==> config.mk <==
export PLATFORM = sky130hd
export DESIGN_NAME = pfixed_to_pfloat
export DESIGN_NICKNAME = d
export VERILOG_FILES = /design/src/rtl/pfixed_to_pfloat.sv
export SDC_FILE = /design/constraint.sdc
export NUM_CORES = 1
export LEC_CHECK = 0
export ABC_AREA = 0
export ABC_CLOCK_PERIOD_IN_PS = 5240
export BUFFER_PORTS_ARGS = -buffer_cell sky130_fd_sc_hd__buf_2
export CAP_MARGIN = 40
export CORE_MARGIN = 2
export CORE_UTILIZATION = 27
export DETAILED_ROUTE_END_ITERATION = 10
export PLACE_DENSITY_LB_ADDON = 0.15
export SLEW_MARGIN = 20
export SYNTH_ARGS = -nofsm -noshare
export SYNTH_HDL_FRONTEND = slang
export SYNTH_SLANG_ARGS = --single-unit
==> constraint.sdc <==
create_clock -name CLK -period 5.24 [get_ports CLK]
set_input_delay 0.262 -clock CLK [delete_from_list [all_inputs] [get_ports CLK]]
set_output_delay 0.262 -clock CLK [all_outputs]
set_load 0.01 [all_outputs]
==> src/rtl/pfixed_to_pfloat.sv <==
// Two's-complement Q-format fixed point to IEEE-754 single precision.
// Begin/ACK handshake; normalisation shifts one bit per clock, mantissa truncated.
module pfixed_to_pfloat #(
   parameter int unsigned FRAC_BITS = 26
) (
   input  logic        CLK,
   input  logic        RST_FL,
   input  logic        RST_FSM_FL,
   input  logic        Begin_FSM_FL,
   input  logic [31:0] FIXED,
   output logic        ACK_FL,
   output logic [31:0] RESULT
);

   typedef enum logic [2:0] {
      IDLE,
      ABS,
      NORM,
      PACK,
      DONE
   } state_t;

   // Exponent bias folded with the binary-point position; k is subtracted at pack time.
   localparam logic [8:0] EXP_BASE = 9'(158 - FRAC_BITS);

   state_t      state, state_next;
   logic [31:0] operand;
   logic [31:0] mag;
   logic [4:0]  k;
   logic        sign;
   logic        zero;
   logic [7:0]  exp_field;

   assign exp_field = 8'(EXP_BASE - {4'd0, k});

   always_ff @(posedge CLK) begin
      if (RST_FL) state <= IDLE;
      else        state <= state_next;
   end

   always_comb begin
      state_next = state;
      if (RST_FSM_FL) begin
         state_next = IDLE;
      end else begin
         case (state)
            IDLE:    if (Begin_FSM_FL) state_next = ABS;
            ABS:     state_next = (operand == '0) ? PACK : NORM;
            NORM:    if (mag[31]) state_next = PACK;
            PACK:    state_next = DONE;
            DONE:    state_next = DONE;
            default: state_next = IDLE;
         endcase
      end
   end

   always_comb begin
      ACK_FL = (state == DONE);
   end

   // An FSM reset freezes the datapath so RESULT keeps its last value.
   always_ff @(posedge CLK) begin
      if (RST_FL) begin
         operand <= '0;
         mag     <= '0;
         k       <= '0;
         sign    <= 1'b0;
         zero    <= 1'b0;
         RESULT  <= '0;
      end else if (!RST_FSM_FL) begin
         case (state)
            IDLE: begin
               if (Begin_FSM_FL) operand <= FIXED;
            end
            ABS: begin
               sign <= operand[31];
               mag  <= operand[31] ? (~operand + 32'd1) : operand;
               k    <= '0;
               zero <= (operand == '0);
            end
            NORM: begin
               if (!mag[31]) begin
                  mag <= mag << 1;
                  k   <= k + 5'd1;
               end
            end
            PACK: begin
               RESULT <= zero ? '0 : {sign, exp_field, mag[30:8]};
            end
            default: ;
         endcase
      end
   end

endmodule

==> reports/metrics.yaml, run 1 <==
floorplan:
  die_h_um: 143.2
  die_area_um2: 20490
  start_util: 0.2777
  coreArea_um2: 18830
  rows: 50
  die_w_um: 143.2
  io_pins: 69
synthesis:
  async_flop_share: 0
  synthFlopType: "dfxtp_1"
  synth_fa_ha_area_frac: 0.007179
  synth-compound-area-share: 0.2278
  synth_seq_area_share: 0.4058
  synthSimpleGateAreaFrac: 0.2532
  synth.most_common_cell: "dfxtp_1"
  synth_top_family_by_area: "simple AND/OR/NAND/NOR gates"
  synth_edf_count: 0
  avgSynthCellArea_um2: 7.816
  syn_inst: 669
  yosys.area.top_type: "dfxtp_1"
  yosys_warnings: 0
  muxShareOfSynthArea: 0.01962
  synthesis.area_um2: 5229
  synth_commonest_cells: "106 x dfxtp_1, 102 x nand2_1, 94 x a21oi_1, 54 x nor2_1, 49 x clkbuf_1"
  synthTopCellsByArea: "dfxtp_1 41%, a21oi_1 9.0%, nand2_1 7.3%, nor2_1 3.9%, nor3b_1 3.6%"
  synth-seq-cells: 106
  synth-xor-area-share: 0.03015
  post_synth_num_cell_types: 64
  syn_nets: 708
  synth_top_area_frac: 0.4058
global_route:
  track_usage: 0.1487
  grt_pass1_wl_um: 23930
  antenna_found_initial: 0
  grt_max_degree: 64
  grt_pass1_vias: 4344
  grt_overflow_total: 0
clock_tree:
  worstSkewPairLatency_ps: 360
  postCtsHoldBufs: 0
  clockRootBuffer: "clkbuf_16"
  clock-sinks: 106
  cts_setup_buffers: 0
  clockBufferDepth: 2
  clk_pin_slew_worst_paths_ps: 80
  post_cts_resized: 0
  cts_buffers: 9
  cts_tree: "done"
  htreeDepth: 3
sta:
  finalCriticalPeriod_ps: 2878
  rsz0062_at_grt: "no"
  relSlewSlack: 0.4274
  slew_viol_final: 0
  post-route-period-util: 0.5493
  final_hold_viol_count: 0
  hold_ws_ps: 126.5
  fin_tns_setup_ps: 0
  setup_viol: 0
  finClkSkew_ps: 13.36
  worst_slew_pin_slew_ps: 854.2
  fmax_mhz: 347.4
worst_setup_path:
  crit_type: "register to register"
  cp-end-kind: "register"
  required_ps: 5520
  ff2ff_setup_slack_ps: 2360
  start_kind: "register"
  cp-endpoint: "zero"
  crit_arrival_ps: 3160
  rr_worst_depth: 6
  reg2reg_to: "zero"
  crit_path_start: "state[1]"
  crit_fanout: 37
  rr_startpoint: "state[1]"
power_and_ir_drop:
  leakagePower_nw: 2.209
  pwr_density_cell_nw_per_um2: 295.7
  vdd_drop_max_mv: 0.1642
placement:
  hpwlAfterDp_um: 10610
  place_area_um2: 5764
  io_buffers: 68
  routabilityCongestion: 0.8565
routing:
  num_vias: 4762
  vias_per_cell: 4.950
  wl_per_cell_um: 15.50
  drtAntennaViolNets: 0
  totalWireLength_um: 14910
  route.detailed.drc: 0
  detail_route.iter0.violations: 406
  dr.pass1.iters: 5
cells_and_area:
  nNetsFinal: 736
  fill_cells: 2003
  area_growth_syn_to_layout_pct: 16.01
  drive_gt1_frac: 0.1553
  final_cell_area_um2: 6066
  diodes: 0
job:
  maxCapViolCount: 0
outcome:
  status: "finished clean"
hold_path:
  hold_class: "input port to register"
logic make-up (layout without fill, tap and decap cells):
family	after synthesis	in the layout
buffers and inverters	72	105
AOI/OAI and AO/OA	198	198
DFF	106	106
xor gates and xnor gates	18	18
adders and majority gates	3	3
muxes	10	10
and+or+nand+nor	262	262
sequential cells by signal, indices dropped and copies added (netlist names):
register	count
RESULT	32
k	5
mag	32
operand	32
sign	1
state	3
zero	1
placed cells by master (no fill, tap or decap), types with 6 or more instances in the layout:
cell,synthesis,layout
a21oi_1,94,94
a22oi_1,8,8
a31oi_1,7,7
buf_2,4,68
buf_4,1,6
clkbuf_16,0,9
dfxtp_1,106,106
inv_1,11,11
mux2i_1,8,8
nand2_1,102,102
nand3_1,11,9
nand4_1,9,9
nor2_1,54,54
nor3_1,15,15
nor3b_1,25,25
nor4_1,8,8
o21ai_0,37,37
or3_1,7,7
xnor2_1,14,14
where the power goes:
| group | total [mW] | switching, mW | internal, mW |
|---|---|---|---|
| Combinational | 0.231 | 0.147 | 0.0841 |
| Sequential | 0.859 | 0.0307 | 0.828 |
| Clock | 0.703 | 0.326 | 0.377 |
how the worst min path moves through the flow:
stage               startpoint     endpoint  slack [ps]  cells past startpoint
detailed placement  RESULT[29]   RESULT[29]         450                      2
global placement    RESULT[29]   RESULT[29]         440                      2
floorplan           RST_FSM_FL     state[2]         340                      1
finish              RST_FSM_FL     state[2]         130                      2
CTS                 RST_FSM_FL     state[2]         110                      2
global route         FIXED[25]  operand[25]         130                      3
worst max-delay path, cell delays in order, from the launching register on:
cell	delay, ps
dfxtp_1	580
or3b_1	450
a21boi_2	460
buf_4	430
nand2_1	180
or4_1	530
a21oi_1	170
metrics by stage:
step	std cells	utilization	power, mW	worst slack [ps]
3_5_place_dp	946	0.3061	1.106	2432
3_3_place_gp	943	0.3030	1.102	2484
4_1_cts	962	0.3221	1.814	2404
2_1_floorplan	669	-	1.040	3169
6_report	962	0.3221	1.794	2362
5_1_grt	962	0.3221	1.881	2110
metal layers:
metal,wire length [um],up-vias,global-route usage
met5,0,-,0
met1,7885,2156,0.2318
met3,895,12,0.02381
met4,182,0,0.04586
li1,-,2436,-
met2,5951,158,0.2055
cell type report:
cell class / instances / area [um^2] / share of cell area
clock buffers: 10 / 229.0 / 0.03775
clock inverters: 6 / 72.57 / 0.01196
inverters: 12 / 45.04 / 0.007426
multi-input cells: 491 / 2833 / 0.4670
flip-flops and latches: 106 / 2122 / 0.3498
well taps: 260 / 325.3 / 0.05363
repair buffers: 77 / 439.2 / 0.07240
Power figures use the tool's default switching activity.
==> run 2, diff against run 1 <==
--- a/config.mk
+++ b/config.mk
@@ -5,8 +5,8 @@
 export SDC_FILE = /design/constraint.sdc
 export NUM_CORES = 1
 export LEC_CHECK = 0
-export ABC_AREA = 0
-export ABC_CLOCK_PERIOD_IN_PS = 5240
+export ABC_AREA = 1
+export ABC_CLOCK_PERIOD_IN_PS = 2600
 export BUFFER_PORTS_ARGS = -buffer_cell sky130_fd_sc_hd__buf_2
 export CAP_MARGIN = 40
 export CORE_MARGIN = 2
==> constraint.sdc (replaced) <==
create_clock -name CLK -period 2.6 [get_ports CLK]
set_input_delay 0.13 -clock CLK [delete_from_list [all_inputs] [get_ports CLK]]
set_output_delay 0.13 -clock CLK [all_outputs]
set_load 0.01 [all_outputs]
==> run 2 against run 1 <==
Cell area shrank 3.7%. Clock-buffer cell count is the same. Synthesized area shrank 4.8%. Largest power group unchanged.
==> reports/metrics.yaml, run 2 <==
outcome:
  status: "finished clean"
clock_tree:
  cts_tree: "done"
  clockRootBuffer: "clkbuf_16"
  clockBufferDepth: 2  # unchanged
  clock-sinks: 106  # unchanged
  worstSkewPairLatency_ps: 360  # about the same
  postCtsHoldBufs: 0  # unchanged
  cts_setup_buffers: 0  # unchanged
  htreeDepth: 3  # unchanged
  cts_buffers: 9  # unchanged
  post_cts_resized: 0  # unchanged
  clk_pin_slew_worst_paths_ps: 70  # about the same
floorplan:
  io_pins: 69  # unchanged
  die_h_um: 139.8  # -2.3%
  die_w_um: 139.8  # -2.3%
  die_area_um2: 19550  # -4.6%
  coreArea_um2: 18020  # -4.3%
  rows: 49  # -2.0%
  start_util: 0.2763  # -0.001401
sta:
  fin_tns_setup_ps: 0  # unchanged
  worst_slew_pin_slew_ps: 680.0  # -174.2 ps
  fmax_mhz: 529.2  # +52%
  setup_viol: 0  # unchanged
  post-route-period-util: 0.7268  # +0.1775
  finalCriticalPeriod_ps: 1890  # -988.5 ps
  finClkSkew_ps: 9.438  # -3.919 ps
  rsz0062_at_grt: "no"
  final_hold_viol_count: 0  # unchanged
  relSlewSlack: 0.5462  # +0.1187
  slew_viol_final: 0  # unchanged
worst_setup_path:
  cp-end-kind: "register"
  crit_fanout: 7  # -81%
  crit_chain: "inv_1 > ha_1 > nand3_1 > nor2_2 > nand3_1 > nor3_1 > o21ai_0 > nor2_1"
  crit_buf_inv: 1  # unchanged
  start_kind: "register"
  critical_path.slowest_cell: "nor3_1"
  required_ps: 2900  # -2620 ps
  cp.depth: 8  # +2
  cp_top_family: "simple AND/OR/NAND/NOR gates"
  crit_arrival_ps: 2190  # -970 ps
  crit_top_cell: "nand3_1"
  rr_startpoint: "operand[1]"
  crit_path_start: "operand[1]"
  rr_worst_depth: 8  # +2
  critPathMaxStageDelay_ps: 390  # -190 ps
  crit_type: "register to register"
routing:
  drtAntennaViolNets: 0  # unchanged
  wl_per_cell_um: 14.48  # -6.6%
  route.detailed.drc: 0  # unchanged
  vias_per_cell: 4.761  # -3.8%
  dr.pass1.iters: 5  # unchanged
  totalWireLength_um: 14690  # -1.5%
  detail_route.iter0.violations: 326  # -20%
  num_vias: 4828  # +1.4%
synthesis:
  syn_nets: 770  # +8.8%
  synth_fa_ha_area_frac: 0.007538  # +0.0003589
  async_flop_share: 0  # unchanged
  syn_inst: 731  # +9.3%
  yosys.area.top_type: "dfxtp_1"
  synth_edf_count: 0  # unchanged
  muxShareOfSynthArea: 0  # -0.01962
  synth_top_family_by_area: "simple AND/OR/NAND/NOR gates"
  synth_top_area_frac: 0.4261  # +0.02029
  synthSimpleGateAreaFrac: 0.2671  # +0.01391
  synth-xor-area-share: 0.003518  # -0.02663
  post_synth_num_cell_types: 29  # -55%
  synth-seq-cells: 106  # unchanged
  synthesis.area_um2: 4980  # -4.8%
  synthFlopType: "dfxtp_1"
  synth-compound-area-share: 0.2166  # -0.01122
  synthTopCellsByArea: "dfxtp_1 43%, a21oi_1 13%, nand2_1 12%, nand3_1 7.6%, o21ai_0 7.5%"
  avgSynthCellArea_um2: 6.812  # -13%
  synth.most_common_cell: "nand2_1"
  yosys_warnings: 0  # unchanged
  synth_commonest_cells: "158 x nand2_1, 126 x a21oi_1, 106 x dfxtp_1, 76 x nand3_1, 75 x o21ai_0"
  synth_seq_area_share: 0.4261  # +0.02029
placement:
  routabilityCongestion: 0.8221  # -4.0%
  io_buffers: 68  # unchanged
  place_area_um2: 5529  # -4.1%
  hpwlAfterDp_um: 10640  # +0.37%
cells_and_area:
  diodes: 0  # unchanged
  final_cell_area_um2: 5839  # -3.7%
  reg.largest.list: "RESULT: 32 flops, mag: 32 flops, operand: 32 flops"
  fill_cells: 2028  # +1.2%
  drive_gt1_frac: 0.1414  # -0.01387
  final_cell_mix: "158 x nand2_1, 126 x a21oi_1, 106 x dfxtp_1, 75 x o21ai_0, 75 x nand3_1"
  final_common_cell: "nand2_1"
  final_util: 0.3240  # +0.001836
  nNetsFinal: 819  # +11%
  area_growth_syn_to_layout_pct: 17.26
  final-seq-area_um2: 2122  # unchanged
  multi_input_area_um2: 2469  # -13%
power_and_ir_drop:
  internal-power_mw: 2.653  # +110%
  leakagePower_nw: 2.475  # +12%
  swShare: 0.2929  # +0.01199
  clock_power_share: 0.386  # -0.006
  p_switching_mw: 1.099  # +120%
  p_comb_frac: 0.149  # +0.020
  power_frac_seq: 0.466  # -0.013
  vdd_drop_max_mv: 0.3974  # +140%
  pwr_density_cell_nw_per_um2: 642.5  # +120%
job:
  maxCapViolCount: 0  # unchanged
global_route:
  grt_max_degree: 65  # +1.6%
  grt_pass1_wl_um: 24180  # +1.1%
  track_usage: 0.1545  # +0.005745
  grt_overflow_total: 0  # unchanged
  antenna_found_initial: 0  # unchanged
  grt_pass1_vias: 4542  # +4.6%
hold_path:
  hold_depth: 3  # +1
  hold_class: "input port to register"
  min_from: "FIXED[21]"
==> run 2: changes by cell type after synthesis, sizes merged, moves of 14 or more <==
cell / change
inv: +43
clkbuf: -20
nand2: +57
nor3b: -25
nand3: +66
xnor2: -14
nor3: -14
o21ai: +45
a21oi: +32
==> run 2: layout make-up <==
| type | instances | area share |
|---|---|---|
| multi-input combinational | 529 | 0.4228 |
| sequential | 106 | 0.3634 |
| timing repair buffer | 78 | 0.07542 |
| tap | 229 | 0.04907 |
| clock buffer | 10 | 0.04093 |
| inverter | 56 | 0.03621 |
| clock inverter | 6 | 0.01221 |
==> run 2: through the flow <==
step	instances	power (mW)	setup slack [ps]	hold WS, ps
floorplan	731	2.156	1127	302.0
global placement	998	2.346	677.2	414.4
detailed placement	998	2.342	683.8	414.0
CTS	1014	3.803	663.8	34.23
global route	1014	3.943	480.3	48.01
finish	1014	3.752	710.4	44.07
==> run 2: worst register-to-register path, stage by stage (launching register included) <==
cell and delay, ps:
dfxtp_1 300, inv_1 120, ha_1 210, nand3_1 140, nor2_2 290, nand3_1 150
nor3_1 390, o21ai_0 150, nor2_1 90
==> run 2: final timing paths <==
check / end / slack, ps
setup / recovery: state[0] / 710
hold / removal: operand[21] / 40
hold reg to reg: RESULT[5] / 460
setup reg to reg: state[0] / 710
==> run 2: metal layers <==
layer,GRT usage,routed length [um]
met1,0.2353,7908
met2,0.2154,5902
met3,0.03957,720
met4,0.03684,155
met5,0,0
==> run 2: cells by family after synthesis <==
| logic type | after synthesis |
|---|---|
| compound gates | 213 |
| xor+xnor | 2 |
| fa+ha+maj | 3 |
| buf+inv | 96 |
| flops | 106 |
| simple gates | 311 |
==> run 2: power by group through the flow <==
stage,registers [mW],clock network [mW],logic [mW]
5_1_grt,1.76,1.55,0.638
6_report,1.75,1.45,0.558
3_5_place_dp,1.78,0,0.558
3_3_place_gp,1.79,0,0.560
2_1_floorplan,1.76,0,0.391
4_1_cts,1.75,1.50,0.559
==> run 3, diff against run 2 <==
--- a/config.mk
+++ b/config.mk
@@ -6,7 +6,7 @@
 export NUM_CORES = 1
 export LEC_CHECK = 0
 export ABC_AREA = 1
-export ABC_CLOCK_PERIOD_IN_PS = 2600
+export ABC_CLOCK_PERIOD_IN_PS = 1850
 export BUFFER_PORTS_ARGS = -buffer_cell sky130_fd_sc_hd__buf_2
 export CAP_MARGIN = 40
 export CORE_MARGIN = 2
==> constraint.sdc (replaced) <==
create_clock -name CLK -period 1.85 [get_ports CLK]
set_input_delay 0.0925 -clock CLK [delete_from_list [all_inputs] [get_ports CLK]]
set_output_delay 0.0925 -clock CLK [all_outputs]
set_load 0.01 [all_outputs]
==> run 3 against run 2 <==
Setup slack worse by 520 ps. Cell area up 1.5%. Highest routed layer unchanged. Sequential cell count unchanged. Critical path depth down 1. Global-route usage down 0.16 points. Clock power up 21%. Sequential power up 41%. Largest cell class unchanged. Combinational power up 47%.
==> reports/metrics.yaml, run 3 (synthesis results as in run 2) <==
cells_and_area:
  final_cell_mix: "158 x nand2_1, 126 x a21oi_1, 106 x dfxtp_1, 75 x o21ai_0, 74 x nand3_1"
  reg.largest.list: "RESULT: 32 flops, mag: 32 flops, operand: 32 flops"
  drive_gt1_frac: 0.1494  # +0.007966
  final_cell_area_um2: 5927  # +1.5%
  fill_cells: 2046  # +0.89%
  final_common_cell: "nand2_1"
  final_cells: 1019  # +0.49%
  area_growth_syn_to_layout_pct: 19.02
  nNetsFinal: 825  # +0.73%
  diodes: 0  # unchanged
worst_setup_path:
  critical_path.slowest_cell: "dfxtp_1"
  crit_path_start: "state[1]"
  crit_type: "register to register"
  cp-end-kind: "register"
  critPathMaxStageDelay_ps: 340  # -50 ps
  crit_arrival_ps: 1910  # -280 ps
  rr_startpoint: "state[1]"
  cp-endpoint: "mag[28]"
  crit_fanout: 24  # +17
  start_kind: "register"
  crit_buf_inv: 2  # +1
  cp_top_family: "simple AND/OR/NAND/NOR gates"
  reg2reg_to: "mag[28]"
  cp.depth: 7  # -1
  ff2ff_setup_slack_ps: 190  # -520 ps
  crit_chain: "nor2_1 > nor3_4 > nand2_4 > clkinv_2 > buf_12 > o21ai_0 > a21oi_1"
  rr_worst_depth: 7  # -1
  required_ps: 2100  # -800 ps
clock_tree:
  clock-sinks: 106  # unchanged
  cts_tree: "done"
  clockRootBuffer: "clkbuf_16"
  cts_setup_buffers: 0  # unchanged
  htreeDepth: 3  # unchanged
  clockBufferDepth: 2  # unchanged
  cts_buffers: 9  # unchanged
  clk_pin_slew_worst_paths_ps: 70  # about the same
  worstSkewPairLatency_ps: 350  # about the same
floorplan:
  die_w_um: 139.8  # unchanged
  start_util: 0.2763  # unchanged
  io_pins: 69  # unchanged
  die_area_um2: 19550  # unchanged
  die_h_um: 139.8  # unchanged
  coreArea_um2: 18020  # unchanged
  rows: 49  # unchanged
sta:
  finClkSkew_ps: 5.572  # -3.867 ps
  final_hold_viol_count: 0  # unchanged
  worst_slew_pin_slew_ps: 468.6  # -211.4 ps
  setup_viol: 0  # unchanged
  relSlewSlack: 0.6843  # +0.1381
  fin_tns_setup_ps: 0  # unchanged
  slew_viol_final: 0  # unchanged
  rsz0062_at_grt: "no"
  setup_ws_ps: 189.6  # -520.8 ps
  fmax_mhz: 602.3  # +14%
  finalCriticalPeriod_ps: 1660  # -229.2 ps
  post-route-period-util: 0.8975  # +0.1707
power_and_ir_drop:
  leakagePower_nw: 2.504  # +1.2%
  pwr_density_cell_nw_per_um2: 849.6  # +32%
  vdd_drop_max_mv: 0.4668  # +17%
global_route:
  grt_pass1_vias: 4589  # +1.0%
  antenna_found_initial: 0  # unchanged
  grt_pass1_wl_um: 24050  # -0.57%
  track_usage: 0.1529  # -0.001559
  grt_max_degree: 68  # +4.6%
  grt_overflow_total: 0  # unchanged
placement:
  place_area_um2: 5637  # +1.9%
  pre_cts_ws_ps: -70.89  # -754.7 ps
  hpwlAfterDp_um: 10720  # +0.68%
  dp.cells: 1004  # +0.60%
  routabilityCongestion: 0.8344  # +1.5%
  io_buffers: 68  # unchanged
routing:
  dr.pass1.iters: 4  # -1
  detail_route.iter0.violations: 361  # +11%
  drtAntennaViolNets: 0  # unchanged
  num_vias: 4870  # +0.87%
  totalWireLength_um: 14680  # about the same
  vias_per_cell: 4.779  # +0.37%
  route.detailed.drc: 0  # unchanged
  wl_per_cell_um: 14.41  # -0.51%
job:
  maxCapViolCount: 0  # unchanged
hold_path:
  hold_class: "input port to register"
outcome:
  status: "finished clean"
[run 3: layout make-up]
| cell class | count | area, um^2 | area share |
|---|---|---|---|
| Inverter | 56 | 211.5 | 0.03568 |
| Multi-Input combinational cell | 529 | 2497 | 0.4214 |
| Clock inverter | 4 | 28.78 | 0.004855 |
| Tap cell | 229 | 286.5 | 0.04834 |
| Clock buffer | 11 | 232.7 | 0.03927 |
| Timing Repair Buffer | 84 | 548.0 | 0.09246 |
| Sequential cell | 106 | 2122 | 0.3580 |
[run 3: worst min-delay path by stage]
stage	to	slack [ps]	depth (start not counted)	start
floorplan	state[2]	260	2	RST_FSM_FL
CTS	operand[20]	5	3	FIXED[20]
detailed placement	operand[14]	380	3	FIXED[14]
global route	operand[20]	30	3	FIXED[20]
finish	operand[20]	10	3	FIXED[20]
global placement	operand[14]	370	3	FIXED[14]
[run 3: metal layers]
layer / vias up / track usage / share of wire
met5: - / 0 / 0
met4: 0 / 0.03789 / 0.012
met3: 12 / 0.03269 / 0.043
met2: 103 / 0.2175 / 0.41
met1: 2206 / 0.2329 / 0.53
li1: 2549 / - / -
[run 3: tightest hold or removal path, stage by stage]
cell and delay [ps]:
buf_2 70, o21ai_0 70, a21oi_1 100
[run 3: per-stage QoR]
stage | power [mW] | hold WS, ps | util
after floorplan | 3.030 | 264.5 | -
after global placement | 3.316 | 373.3 | 0.3127
after detailed placement | 3.311 | 378.4 | 0.3127
after CTS | 5.108 | 4.750 | 0.3275
after global routing | 5.323 | 25.77 | 0.3288
final | 5.036 | 14.13 | 0.3288
[run 3: what timing repair did]
item	4_1_cts	5_1_grt
pin swaps	0	1
resized for setup	1	5
setup endpoints to repair	2	10
hold buffers	0	0
[run 3: where the power goes]
part / internal [mW] / leakage [nW] / switching, mW / total [mW]
Combinational: 0.275 / 1.52 / 0.544 / 0.819
Sequential: 2.37 / 0.862 / 0.0831 / 2.46
Clock: 0.909 / 0.122 / 0.851 / 1.76
Total: 3.56 / 2.50 / 1.48 / 5.04
